File: config.mk
export PLATFORM = sky130hd
export DESIGN_NAME = wb_arbiter_flat
export DESIGN_NICKNAME = d
export VERILOG_FILES = /design/src/rtl/cpu_pkg.sv /design/src/rtl/wb_arbiter_if.sv /design/src/rtl/wb_lane.sv /design/src/rtl/wb_arbiter.sv /design/src/flat_wrapper.sv
export SDC_FILE = /design/constraint.sdc
export NUM_CORES = 1
export LEC_CHECK = 0
export CELL_PAD_IN_SITES_DETAIL_PLACEMENT = 1
export CELL_PAD_IN_SITES_GLOBAL_PLACEMENT = 1
export CORE_MARGIN = 2
export CORE_UTILIZATION = 25
export CTS_CLUSTER_DIAMETER = 50
export CTS_CLUSTER_SIZE = 20
export DETAILED_ROUTE_END_ITERATION = 6
export PLACE_DENSITY = 0.8
export SLEW_MARGIN = 30
export SYNTH_ARGS = -nofsm -noshare
export SYNTH_HDL_FRONTEND = slang
export SYNTH_SLANG_ARGS = --single-unit
File: constraint.sdc
create_clock -name cpu_clk -period 2.37 [get_ports cpu_clk]
set_input_delay 0.3555 -clock cpu_clk [delete_from_list [all_inputs] [get_ports cpu_clk]]
set_output_delay 0.3555 -clock cpu_clk [all_outputs]
set_load 0.1 [all_outputs]
File: src/rtl/cpu_pkg.sv
// cpu_pkg: shared arbiter state/grant types and Wishbone constants
package cpu_pkg;
  typedef enum logic [1:0] {IDLE, BUS_INS, BUS_MEM} arb_state_t;
  typedef enum logic {GNT_INS, GNT_MEM} grant_t;
  localparam logic [3:0] WB_SEL_ALL = 4'hF;
endpackage

File: src/rtl/wb_arbiter_if.sv
// wb_arbiter_if: Wishbone B4 classic bus between the CPU arbiter and the bus slave
interface wb_arbiter_if;
  logic [31:0] dat_i;
  logic        ack_i;
  logic [31:0] dat_o;
  logic [29:0] adr_o;
  logic        cyc_o;
  logic        stb_o;
  logic [3:0]  sel_o;
  logic        we_o;
  modport master (input dat_i, ack_i, output dat_o, adr_o, cyc_o, stb_o, sel_o, we_o);
  modport slave (output dat_i, ack_i, input dat_o, adr_o, cyc_o, stb_o, sel_o, we_o);
endinterface

File: src/rtl/wb_lane.sv
// wb_lane: byte-lane steering between an 8-bit data port and the 32-bit bus
module wb_lane (
  input  logic [1:0]  lane_i,
  input  logic [7:0]  wbyte_i,
  input  logic [31:0] rword_i,
  output logic [3:0]  sel_o,
  output logic [31:0] wword_o,
  output logic [7:0]  rbyte_o
);
  // One-hot select for the lane, store byte replicated on every lane, load byte picked from the lane
  always_comb begin
    sel_o   = 4'b0001 << lane_i;
    wword_o = {4{wbyte_i}};
    rbyte_o = rword_i[{lane_i, 3'b000} +: 8];
  end
endmodule

File: src/rtl/wb_arbiter.sv
// wb_arbiter: round-robin sharing of one Wishbone classic master between fetch and load/store
module wb_arbiter
  import cpu_pkg::*;
#(
  parameter int TIMEOUT = 16
) (
  input  logic        cpu_clk,
  input  logic        cpu_rst,
  input  logic        ins_en,
  input  logic [29:0] ins_addr,
  output logic        ins_stl,
  output logic        ins_ack,
  output logic        ins_err,
  output logic [31:0] ins_data,
  input  logic        mem_en,
  input  logic [31:0] mem_addr,
  input  logic        mem_we,
  input  logic [7:0]  mem_data_i,
  output logic        mem_stl,
  output logic        mem_ack,
  output logic        mem_err,
  output logic [7:0]  mem_data_o,
  wb_arbiter_if.master wb
);
  localparam int CW = (TIMEOUT < 1) ? 1 : $clog2(TIMEOUT + 1);
  localparam int TM = (TIMEOUT < 1) ? 0 : TIMEOUT - 1;

  arb_state_t    state_q, state_d;
  grant_t        last_q, last_d;
  logic          cyc_q, cyc_d;
  logic          we_q, we_d;
  logic [3:0]    sel_q, sel_d;
  logic [29:0]   adr_q, adr_d;
  logic [31:0]   dat_q, dat_d;
  logic [1:0]    lane_q, lane_d;
  logic [CW-1:0] cnt_q, cnt_d;
  logic [1:0]    lane_idx;
  logic [3:0]    lane_sel;
  logic [31:0]   lane_wword;
  logic [7:0]    lane_rbyte;
  logic          pick_mem;
  logic          to_hit;
  logic          done;

  // Before a grant the lane comes from the live address; during the cycle from the latched one
  assign lane_idx = (state_q == BUS_MEM) ? lane_q : mem_addr[1:0];

  wb_lane u_lane (
    .lane_i  (lane_idx),
    .wbyte_i (mem_data_i),
    .rword_i (wb.dat_i),
    .sel_o   (lane_sel),
    .wword_o (lane_wword),
    .rbyte_o (lane_rbyte)
  );

  assign pick_mem   = mem_en & (~ins_en | (last_q == GNT_INS));
  assign to_hit     = (TIMEOUT != 0) && (cnt_q == CW'(TM));
  assign done       = wb.ack_i | to_hit;
  assign ins_ack    = (state_q == BUS_INS) & wb.ack_i;
  assign ins_err    = (state_q == BUS_INS) & ~wb.ack_i & to_hit;
  assign mem_ack    = (state_q == BUS_MEM) & wb.ack_i;
  assign mem_err    = (state_q == BUS_MEM) & ~wb.ack_i & to_hit;
  assign ins_stl    = ins_en & ~ins_ack & ~ins_err;
  assign mem_stl    = mem_en & ~mem_ack & ~mem_err;
  assign ins_data   = wb.dat_i;
  assign mem_data_o = lane_rbyte;
  assign wb.cyc_o   = cyc_q;
  assign wb.stb_o   = cyc_q;
  assign wb.we_o    = we_q;
  assign wb.sel_o   = sel_q;
  assign wb.adr_o   = adr_q;
  assign wb.dat_o   = dat_q;

  // Arbiter state, grant history, timeout counter and registered bus outputs
  always_ff @(posedge cpu_clk or negedge cpu_rst) begin
    if (!cpu_rst) begin
      state_q <= IDLE;
      last_q  <= GNT_INS;
      cyc_q   <= 1'b0;
      we_q    <= 1'b0;
      sel_q   <= '0;
      adr_q   <= '0;
      dat_q   <= '0;
      lane_q  <= '0;
      cnt_q   <= '0;
    end else begin
      state_q <= state_d;
      last_q  <= last_d;
      cyc_q   <= cyc_d;
      we_q    <= we_d;
      sel_q   <= sel_d;
      adr_q   <= adr_d;
      dat_q   <= dat_d;
      lane_q  <= lane_d;
      cnt_q   <= cnt_d;
    end
  end

  // Grant and load the bus in IDLE; close the cycle on ack or timeout, otherwise count the wait
  always_comb begin
    state_d = state_q;
    last_d  = last_q;
    cyc_d   = cyc_q;
    we_d    = we_q;
    sel_d   = sel_q;
    adr_d   = adr_q;
    dat_d   = dat_q;
    lane_d  = lane_q;
    cnt_d   = cnt_q;
    if (state_q == IDLE) begin
      if (ins_en | mem_en) begin
        state_d = pick_mem ? BUS_MEM : BUS_INS;
        last_d  = pick_mem ? GNT_MEM : GNT_INS;
        cyc_d   = 1'b1;
        we_d    = pick_mem & mem_we;
        sel_d   = pick_mem ? lane_sel : WB_SEL_ALL;
        adr_d   = pick_mem ? mem_addr[31:2] : ins_addr;
        dat_d   = pick_mem ? lane_wword : '0;
        lane_d  = mem_addr[1:0];
        cnt_d   = '0;
      end
    end else if (done) begin
      state_d = IDLE;
      cyc_d   = 1'b0;
      we_d    = 1'b0;
      sel_d   = '0;
    end else begin
      cnt_d = cnt_q + CW'(1);
    end
  end
endmodule

File: src/flat_wrapper.sv
// flat-port wrapper written by rule: the top's interface ports become plain ports
module wb_arbiter_flat import cpu_pkg::*;
#(
  parameter int TIMEOUT = 16
)
  (cpu_clk, cpu_rst, ins_en, ins_addr, ins_stl, ins_ack, ins_err, ins_data, mem_en, mem_addr, mem_we, mem_data_i, mem_stl, mem_ack, mem_err, mem_data_o, wb_dat_i, wb_ack_i, wb_dat_o, wb_adr_o, wb_cyc_o, wb_stb_o, wb_sel_o, wb_we_o);
  wb_arbiter_if wb_i ();
  input  logic cpu_clk;
  input  logic cpu_rst;
  input  logic ins_en;
  input  logic [29:0] ins_addr;
  output logic ins_stl;
  output logic ins_ack;
  output logic ins_err;
  output logic [31:0] ins_data;
  input  logic mem_en;
  input  logic [31:0] mem_addr;
  input  logic mem_we;
  input  logic [7:0] mem_data_i;
  output logic mem_stl;
  output logic mem_ack;
  output logic mem_err;
  output logic [7:0] mem_data_o;
  input wire logic [$bits(wb_i.dat_i)-1:0] wb_dat_i;
  input wire logic [$bits(wb_i.ack_i)-1:0] wb_ack_i;
  output wire logic [$bits(wb_i.dat_o)-1:0] wb_dat_o;
  output wire logic [$bits(wb_i.adr_o)-1:0] wb_adr_o;
  output wire logic [$bits(wb_i.cyc_o)-1:0] wb_cyc_o;
  output wire logic [$bits(wb_i.stb_o)-1:0] wb_stb_o;
  output wire logic [$bits(wb_i.sel_o)-1:0] wb_sel_o;
  output wire logic [$bits(wb_i.we_o)-1:0] wb_we_o;
  assign wb_i.dat_i = wb_dat_i;
  assign wb_i.ack_i = wb_ack_i;
  assign wb_dat_o = wb_i.dat_o;
  assign wb_adr_o = wb_i.adr_o;
  assign wb_cyc_o = wb_i.cyc_o;
  assign wb_stb_o = wb_i.stb_o;
  assign wb_sel_o = wb_i.sel_o;
  assign wb_we_o = wb_i.we_o;
  wb_arbiter #(.TIMEOUT(TIMEOUT)) u_core (.cpu_clk(cpu_clk), .cpu_rst(cpu_rst), .ins_en(ins_en), .ins_addr(ins_addr), .ins_stl(ins_stl), .ins_ack(ins_ack), .ins_err(ins_err), .ins_data(ins_data), .mem_en(mem_en), .mem_addr(mem_addr), .mem_we(mem_we), .mem_data_i(mem_data_i), .mem_stl(mem_stl), .mem_ack(mem_ack), .mem_err(mem_err), .mem_data_o(mem_data_o), .wb(wb_i));
endmodule
# Word-level counts from Yosys, hierarchy flattened
# Cells that the tools add are included.
# Widths: inputs -> output; s select.
# classes
n_addsub,1
multipliers,0
n_div,0
order_cmp,0
n_eq_ne,5
shift,2
muxes,20
n_bitwise,22
n_reduce_logical,5
# ops
operator,n
$mux 32,1
$shiftx 32x6->8,1
$mux 30,1
$mux 4,4
$mux 5,3
$and 1x1->1,12
$mux 2,5
$not 1->1,7
$mux 1,6
$reduce_and 2->1,3
$add 5x1->5 const B,1
$eq 5x4->1 const B,1
$ne 2x2->1 const B,2
$shl 1x2->4 const A,1
$or 1x1->1,3
$eq 2x1->1 const B,1
$eq 2x2->1 const B,1
$logic_not 2->1,1
$reduce_bool 2->1,1
# word_totals
regBits,78
latchBits,0
mem_bits_rw,0
romBits,0
inputBits,108
memories,0

# Longest topological paths before layout
# Gate-level depths: netlist of the first run.
# logic_depth
ltp_word,6
mapped_depth,7

# By module
# Synthesis of the first run repeated with hierarchy kept, for this count alone.
# hier_totals
hier_cells,391
area_unflattened_um2,4092.7
# by_module_without_submodules
mod,instances,cells_each,area_per_inst_um2,seq_area_each_um2
wb_arbiter,1,345,3624.7,1951.9
wb_lane,1,46,467.9,0.0

# Worst setup path after synthesis of the first run
# No wires, ideal clock.
# synth_path
kind,reg2out
startpoint,register u_core.cnt_q[0]
endpoint,output port ins_err
t_arrival_ps,2135
required_ps,2014
slack_ps,-121
path_stages_with_launch,6
path_buffers,0
path_cell_list,dfrtp_1 -> ha_1 -> and3_1 -> ha_1 -> nand2_1 -> nor2_1
# synth_between
elab_chain_cells,2
# synth_rtl
element,line,rtl
"start, declared",wb_arbiter.sv:36,"logic [CW-1:0] cnt_q, cnt_d;"
"start signal, assigned",wb_arbiter.sv:96,cnt_q <= cnt_d;
$eq 5x4->1,wb_arbiter.sv:58,assign to_hit = (TIMEOUT != 0) && (cnt_q == CW'(TM));
$and 1x1->1,wb_arbiter.sv:61,assign ins_err = (state_q == BUS_INS) & ~wb.ack_i & to_hit;
"end, declared",flat_wrapper.sv:14,output logic ins_err;
# Every way passes these cells.

# Worst setup path after layout of the first run
# layout_path
startpoint,register u_core.state_q[1]
endpoint,output port mem_data_o[1]
# layout_between
elab_chain_cells,3
# layout_rtl
element,line,rtl
"start, declared",wb_arbiter.sv:28,"arb_state_t state_q, state_d;"
"start signal, assigned",wb_arbiter.sv:88,state_q <= state_d;
$eq 2x2->1,wb_arbiter.sv:46,assign lane_idx = (state_q == BUS_MEM) ? lane_q : mem_addr[1:0];
$mux 2,wb_arbiter.sv:46,
$shiftx 32x6->8,wb_lane.sv:14,"rbyte_o = rword_i[{lane_i, 3'b000} +: 8];"
"end, declared",flat_wrapper.sv:23,output logic [7:0] mem_data_o;
# Every way passes these cells.

==> results of run 1 <==
through the flow:
| stage | setup slack [ps] | instance area (sq um) | utilization [%] |
|---|---|---|---|
| after floorplan | -120.8 | 3047 | - |
| after global placement | 124.6 | 5264 | 44.01 |
| after detailed placement | 106.6 | 5264 | 44.01 |
| after CTS | 5.595 | 5428 | 45.38 |
| after global routing | -6.209 | 5441 | 45.49 |
| final | 65.51 | 5441 | 45.49 |
area by class of cell:
class,instances,area (sq um),share of cell area (%)
repair buffers,236,2572,47.28
clock buffers,6,128.9,2.368
well taps,147,183.9,3.380
inverters,3,11.26,0.2069
multi-input cells,128,1179,21.66
flip-flops and latches,54,1353,24.86
clock inverters,2,13.76,0.2529
sequential cells by signal, summed over array words and instances (netlist names):
| register | count |
|---|---|
| u_core.cnt_q | 5 |
| u_core.lane_q | 2 |
| u_core.last_q | 1 |
| u_core.state_q | 2 |
| u_core.wb.adr_o | 30 |
| u_core.wb.cyc_o | 1 |
| u_core.wb.dat_o | 8 |
| u_core.wb.sel_o | 4 |
| u_core.wb.we_o | 1 |
critical path: cells and delay by family, from the launching register on:
kind | cells | cell delay (ps)
muxes | 2 | 780
DFF | 1 | 440
and+or+nand+nor | 1 | 100
buffers and inverters | 2 | 350
layer usage:
metal,track usage (%),vias to the layer above,wire length (um)
met3,3.970,6,815
met1,17.88,1383,4075
li1,-,1256,-
met2,30.49,152,5816
met4,3.089,0,62
met5,0,-,0
worst paths after layout:
kind | startpoint | slack (ps) | end
worst min register to register | u_core.cnt_q[4]$_DFFE_PN0P_ | 500 | u_core.cnt_q[4]$_DFFE_PN0P_
max in group asynchronous | cpu_rst | 1660 | u_core.wb.adr_o[22]$_DFFE_PN0P_
worst max-delay path | u_core.state_q[1]$_DFFE_PN0P_ | 70 | mem_data_o[1]
worst min-delay path | cpu_rst | 100 | u_core.wb.adr_o[7]$_DFFE_PN0P_
min in group cpu_clk | u_core.cnt_q[4]$_DFFE_PN0P_ | 500 | u_core.cnt_q[4]$_DFFE_PN0P_
worst max register to register | u_core.cnt_q[0]$_DFFE_PN0P_ | 230 | u_core.cnt_q[3]$_DFFE_PN0P_
placed cells by master (no fill, tap or decap):
cell type,instances
nor4b_1,1
mux2i_1,3
inv_1,3
clkbuf_1,1
mux4_2,8
nor3_1,1
buf_12,43
a21o_1,5
o21a_1,2
nand2b_4,1
nor2_1,6
buf_4,86
or4_1,2
mux2i_4,1
nand3_1,1
dfrtp_2,1
o22a_1,1
a21oi_1,2
clkinv_4,1
clkbuf_16,5
o31ai_1,2
mux2_4,1
or2_2,2
clkinv_2,1
mux2_2,2
a221o_1,34
a22o_1,10
nor2_2,1
and2_1,1
buf_2,1
clkdlybuf4s50_1,106
and3_1,4
dfrtp_1,53
nand2_1,3
a21boi_0,30
nand2b_1,2
ha_1,2
cells by family (layout without fill, tap and decap cells):
group / after synthesis / in the layout / share of synthesized area [%]
compound gates: 86 / 86 / 24.21
buf+inv: 79 / 247 / 17.37
fa+ha+maj: 2 / 2 / 0.8192
flops: 54 / 54 / 44.24
simple gates: 25 / 25 / 4.383
mux: 15 / 15 / 8.972
timing repair:
item	4_1_cts	5_1_grt
setup endpoints to repair	8	8
gates resized for setup	2	2
hold buffers	0	0
setup buffers	2	1
==> metrics.md, run 1 <==
| Metric | Value |
|---|---|
| Ratio of cells with drive above 1 in the final layout | 35.90% |
| Max-Cap Viols | 0 |
| Max Root-Sink Buffers | 2 |
| Drt pass-1 iters | 4 |
| Fin crit share | 97.24% |
| Main flop type after synthesis | dfrtp_1 |
| CP Capture Type | primary output |
| Syn-to-layout area delta | 78.16% |
| Slew Limit Fails | 0 |
| Asr flop ratio synth | 100.0% |
| Synth Area per Inst | 11.70 sq um |
| Synth top cells by count | buf_4 (57), dfrtp_1 (54), a221o_1 (34), a21boi_0 (30) |
| CTS root buf | clkbuf_16 |
| Largest net degree at the start of global routing | 35 |
| Initial Util | 25.53% |
| Vias in the first global route | 3003 |
| Worst Reg-to-Reg Cells | 6 |
| Num Clock Sinks | 54 |
| DP Wirelength | 8.631 mm |
| Total grt overflow | 0 |
| Core area | 11960 sq um |
| Final TNS setup | 0 ps |
| Std cell rows | 40 |
| Worst-Margin Slew | 698.4 ps |
| DRC | 0 |
| Total GRT Usage | 15.97% |
| Post-synth cell types | 30 |
| Most frequent cell after synthesis | buf_4 |
| Critical Path Max Stage Delay | 540 ps |
| Final Wtd Congestion | 0.7101 |
| Netlist Area Pre-Place | 3054 sq um |
| Crit path launch type | flop |
| WL per Instance | 18.70 um |
| CTS Buf Count | 5 |
| Yosys Warn Count | 0 |
| Setup violations, final | 0 |
| Rel. slew slack | 53.44% |
| Hold Fails Final Rpt | 0 |
| Vias | 2797 |
| Synth top area share | 44.24% |
| Area leader, netlist | dfrtp_1 |
| Starting DRC count in detailed routing | 82 |
| First-pass GRT wire length | 16.47 mm |
| Synthesized Nets | 371 |
| Layout Cells excl Fill | 576 |
| Max Clk Rate | 433.9 MHz |
| Post-layout min period | 2304 ps |
| Cells along the critical path | nand2b_4, mux2i_4, buf_12, mux4_2, buf_12 |
| Ports | 223 |
| Hold Crit Class | in -> async |
| Initial antenna violation count | 0 |
| Final ANT Viol Nets | 0 |
| CP Data Required Time | 2010 ps |
| CTS tree | built |
| CP Data Arrival Time | 1950 ps |
| Clock latency on the worst-skew pair | 290 ps |
| Critical path peak fanout | 8 |
| Die X | 114.5 um |
| WS Path Type | reg -> out |
| Sequential area share after synthesis | 44.24% |
| Status | completed |
| Placed insts | 565 |
| Max H-tree Level | 2 |
| Vias per Instance | 4.856 |
| Post-synth EDFFs | 0 |
| Die area | 13120 sq um |
| Slowest cell on crit path | mux4_2 |
| Number of inserted diodes | 0 |
| Number of fill cells | 1283 |
| Final nets | 538 |
| Skew final | 9.840 ps |
| RSZ-0062 raised after global routing | true |
| Post-Syn Instances | 261 |
| Worst path most repeated cell | buf_12 |
| Clock Pin Slew Worst Setup and Hold Paths | 70 ps |
| Yosys reg bits | 54 |
| Hold_ws | 101.7 ps |
| IO Port Bufs | 222 |
| Die H | 114.5 um |
| Post-Route WL | 10.77 mm |
| Synth top area cells | dfrtp_1 (44%), buf_4 (14%), a221o_1 (11%), a21boi_0 (7.4%), mux4_2 (4.4%) |
Power of run 1 is not shown: default switching activity piles up to over one toggle a cycle in this logic, so the estimate is an artifact.
==> run 2: changes to the inputs <==
--- a/config.mk
+++ b/config.mk
@@ -5,6 +5,7 @@
 export SDC_FILE = /design/constraint.sdc
 export NUM_CORES = 1
 export LEC_CHECK = 0
+export ABC_CLOCK_PERIOD_IN_PS = 2370
 export CELL_PAD_IN_SITES_DETAIL_PLACEMENT = 1
 export CELL_PAD_IN_SITES_GLOBAL_PLACEMENT = 1
 export CORE_MARGIN = 2
@@ -13,7 +14,7 @@
 export CTS_CLUSTER_SIZE = 20
 export DETAILED_ROUTE_END_ITERATION = 6
 export PLACE_DENSITY = 0.8
-export SLEW_MARGIN = 30
+export SLEW_MARGIN = 20
 export SYNTH_ARGS = -nofsm -noshare
 export SYNTH_HDL_FRONTEND = slang
 export SYNTH_SLANG_ARGS = --single-unit
==> results of run 2 <==
Same layout as run 1: the final DEF is identical, and so are final timing and power.
Power of run 2 is left out for the same reason.
==> RTL edit 1 (flow settings as in run 2) <==
`TIMEOUT` is set to 16 in 2 places; all go to 32.
--- a/src/rtl/wb_arbiter.sv
+++ b/src/rtl/wb_arbiter.sv
@@ -4,3 +4,3 @@
 #(
-  parameter int TIMEOUT = 16
+  parameter int TIMEOUT = 32
 ) (
--- a/src/flat_wrapper.sv
+++ b/src/flat_wrapper.sv
@@ -3,3 +3,3 @@
 #(
-  parameter int TIMEOUT = 16
+  parameter int TIMEOUT = 32
 )
Function: no difference found for any inputs over 10 cycles, from zero or initial values and one cycle with cpu_rst low; that may be too few to reach the edited logic, so the function may still have changed.
==> RTL edit 1 against run 2 <==
The run now ends with negative setup slack left; fmax shrank 5.4%; first-iteration DRC count shrank 33%; sequential cell count rose by 1; global-route usage shrank 1.1 points; cell area increased by 2.3%; non-clock buffer count rose by 1; area after synthesis rose by 4.8%; setup slack lost 0.13 ns; wire length fell by 3.0%; sequential share of layout area shrank 0.14 points; register-to-register slack gained 0.34 ns; critical path type unchanged.
Power is not shown: default switching activity piles up to over one toggle a cycle in this logic, so the estimate is an artifact.
==> RTL edit 1: results (changes against run 2) <==
Post-Synth Adder-Cell Area=0.00391 (-0.00429); status=finished with violations; synth cell count leaders=58 x buf_4, 55 x dfrtp_1, 43 x nand2_1; drt total wl=10400 um (-3.0%); Async S/R FF share, synth=1.00 (unchanged); Area contributors post-synth=dfrtp_1 43%, buf_4 14%, mux2i_1 10%, mux4_1 6.6%, o21ai_0 5.5%; H-tree depth=2 (unchanged); worst reg-to-reg path cell count=5 (-1); global routing usage on met1=0.165 (-0.0141); vias per cell=4.43 (-8.8%); routing usage on met3=0.0448 (+0.00510); failing checks=negative setup slack; pin count of the biggest net entering global routing=51 (+46%); worst rel slew slack=0.549 (+0.0149); post-synthesis cell type count=38 (+27%); Setup Skew=0.00666 ns (-0.00318 ns); post-detail-place hpwl=8870 um (+2.7%); max reg flops=30 (unchanged); Nets=592 (+10%); FF-to-FF Start=u_core.cnt_q[0]; Max clock buf depth=2 (unchanged); first-pass GRT wire length=15900 um (-3.3%); CP endpoint=mem_data_o[7]; Total GRT Usage=0.149 (-0.0111); vias in the first global route=3016 (+0.43%); Critical Path Source=u_core.state_q[0]; Synth Area in Compound Gates=0.131 (-0.111); r2r setup slk=0.57 ns (+0.34 ns); # fillers=1401 (+9.2%); critical path peak fanout=8 (unchanged); hold crit path type=primary input to asynchronous set/reset pin; Syn Nets=419 (+13%); initial antenna violation count=0 (unchanged); mux contribution to synthesized area=0.180 (+0.0904); DR iter-0 viols=55 (-33%); sequential area share after synthesis=0.430 (-0.0126); Area after DPL=0.00544 mm2 (+3.4%); final setup margin=-0.0671 ns (-0.133 ns); Final Setup Violations=8 (+8); GR Util met2=0.279 (-0.0260); GPL Wtd Cong=0.771 (+8.6%); share of cells above drive strength 1=0.326 (-0.0325)
[RTL edit 1: cell count changes in the layout (fill, tap and decap cells not counted), sizes merged, moves of 4 or more]
cell / run 2 / this run
a21boi: 30 / 1
a221o: 34 / 0
mux2i: 4 / 35
nand2: 3 / 43
nand3: 1 / 5
nor2: 7 / 11
o21ai: 0 / 36
[RTL edit 1: layout make-up]
| type | count | share of cell area |
|---|---|---|
| well taps | 172 | 0.0386 |
| inverters | 4 | 0.00270 |
| repair buffers | 237 | 0.448 |
| clock buffers | 7 | 0.0256 |
| flip-flops and latches | 55 | 0.247 |
| multi-input cells | 180 | 0.237 |
| clock inverters | 1 | 0.00157 |
[RTL edit 1: cells by family after synthesis]
logic type,after synthesis
AO/OA/AOI/OAI,64
adder cells (fa/ha/maj),1
buffers and inverters,75
flip-flops,55
multiplexers,43
AND/OR/NAND/NOR,72
[RTL edit 1: stage by stage]
stage / setup TNS (ns) / cells / util / setup WS, ns / hold slack [ns]
2_1_floorplan: -0.787 / 310 / - / -0.0813 / 0.0599
3_3_place_gp: 0 / 647 / 0.433 / 0.0692 / 0.435
3_5_place_dp: 0 / 647 / 0.433 / 0.0131 / 0.442
4_1_cts: -0.546 / 656 / 0.443 / -0.0944 / 0.121
5_1_grt: -1.02 / 656 / 0.443 / -0.147 / 0.148
6_report: -0.372 / 656 / 0.443 / -0.0671 / 0.0992
[RTL edit 1: layer usage]
metal / vias to the layer above / wire [um]
met5: - / 0
met4: 0 / 108
met3: 10 / 893
met2: 129 / 5630
met1: 1396 / 3820
li1: 1371 / -
[RTL edit 1: timing repair]
item,in CTS,in global routing
buffers inserted,1,0
hold endpoints to repair,0,0
endpoints found under the setup margin,8,8
resized for setup,8,0
pin swaps,0,0
==> RTL edit 2 (config.mk and constraints of run 2) <==
Made on the original files. The 3 states of `arb_state_t` get a one-hot encoding in 3 bits.
--- a/src/rtl/cpu_pkg.sv
+++ b/src/rtl/cpu_pkg.sv
@@ -2,3 +2,3 @@
 package cpu_pkg;
-  typedef enum logic [1:0] {IDLE, BUS_INS, BUS_MEM} arb_state_t;
+  typedef enum logic [2:0] {IDLE = 3'b001, BUS_INS = 3'b010, BUS_MEM = 3'b100} arb_state_t;
   typedef enum logic {GNT_INS, GNT_MEM} grant_t;
Behaviour: same outputs for any inputs over 4 cycles, from zero or initial values and one cycle with cpu_rst low; so few cycles prove little.
==> RTL edit 2 against run 2 <==
Area after synthesis increased by 14%; wire length up 12%; sequential cell count increased by 1; setup slack better by 0.016 ns; critical path type unchanged; cell area rose by 12%; sequential share of layout area shrank 2.2 points; critical endpoint is now mem_stl; hold slack improved by 0.36 ns.
Power is left out: the tool's default activity adds up to more than one toggle a clock period on the data nets, which glitch-free logic cannot reach.
==> RTL edit 2: results (changes against run 2) <==
routed via count=3117 (+11%); routing usage on met3=0.0478 (+0.00805); Syn Nets=426 (+15%); Post-synth EDFFs=0 (unchanged); Worst EP arrival=1.93 ns (-0.02 ns); Antenna Cells=0 (unchanged); met3 routed WL=1110 um (+36%); DR iter-0 viols=84 (+2.4%); initial antenna violation count=1 (+1); post-synthesis cell type count=38 (+27%); status=finished clean; synth cell count leaders=60 x buf_4, 60 x o21ai_0, 54 x dfrtp_1; Max Clock Freq=437 MHz (+0.70%); GR Util met2=0.297 (-0.00744); final std cells w/o fill=665 (+15%); global routing usage on met1=0.177 (-0.00153); H-tree depth=2 (unchanged); Async S/R FF share, synth=1.00 (unchanged); vias in the first global route=3398 (+13%); Nets=594 (+10%); post-detail-place hpwl=9550 um (+11%); top layer reached by signal wires=met5; GPL Wtd Cong=0.737 (+3.8%); Area after DPL=0.00581 mm2 (+10%); pin count of the biggest net entering global routing=37 (+5.7%); share of cells above drive strength 1=0.371 (+0.0122); first-pass GRT wire length=18400 um (+12%); Place WS=-0.00349 ns (-0.110 ns); Placed Instances=651 (+15%); sequential area share after synthesis=0.395 (-0.0473); Total GRT Usage=0.158 (-0.00135); critical path peak fanout=4 (-4); worst skew pair latency=0.29 ns (about the same); Setup Skew=0.00778 ns (-0.00206 ns); worst rel slew slack=0.704 (+0.169); Avg Synthesized Cell Area=11.0 um2 (-5.7%); Area contributors post-synth=dfrtp_1 39%, buf_4 13%, mux4_2 10%, mux2i_1 9.5%, o21ai_0 8.6%; wl on met1=4380 um (+7.5%); WL met2=6490 um (+12%); Wirelength per Cell=18.2 um (-2.9%); # fillers=1487 (+16%)
==> RTL edit 2: logic make-up after synthesis <==
logic type      synth area share
simple gates              0.0578
compound gates             0.144
mux                        0.230
buf+inv                    0.165
flops                      0.395
fa+ha+maj                0.00718
==> RTL edit 2: cell type report <==
cell class | instances | area [um2] | area share
clock buffer | 6 | 129 | 0.0212
clock inverter | 2 | 60.1 | 0.00989
inverter | 4 | 15.0 | 0.00247
multi-input combinational | 178 | 1580 | 0.260
sequential | 55 | 1380 | 0.227
tap | 180 | 225 | 0.0371
timing repair buffer | 240 | 2690 | 0.443
==> RTL edit 2: path summary, 6_finish.rpt <==
| kind | from | depth (start not counted) | endpoint | slack (ns) |
|---|---|---|---|---|
| setup / recovery | u_core.cnt_q[1] | 6 | mem_stl | 0.08 |
| hold / removal | cpu_rst | 2 | u_core.wb.adr_o[17] | 0.46 |
| min in group cpu_clk | u_core.cnt_q[3] | 1 | u_core.cnt_q[3] | 0.48 |
| setup reg to reg | u_core.cnt_q[1] | 7 | u_core.cnt_q[1] | 0.34 |
| hold reg to reg | u_core.cnt_q[3] | 1 | u_core.cnt_q[3] | 0.48 |
| max in group asynchronous | cpu_rst | 3 | u_core.state_q[0] | 1.20 |
==> RTL edit 2: critical path, cell delays in order, from the launching register on <==
cell	delay [ns]
dfrtp_1	0.39
ha_2	0.19
and3_1	0.19
ha_1	0.21
or2_4	0.28
a21boi_4	0.18
buf_12	0.19
==> RTL edit 2: repair_timing <==
| item | 4_1_cts | 5_1_grt |
|---|---|---|
| hold buffers | 1 | 0 |
| hold endpoints to repair | 9 | 0 |
| pin swaps | 1 | 1 |
| buffers inserted | 3 | 1 |
| resized for setup | 3 | 1 |
| cloned | 0 | 1 |
| endpoints found under the setup margin | 10 | 9 |
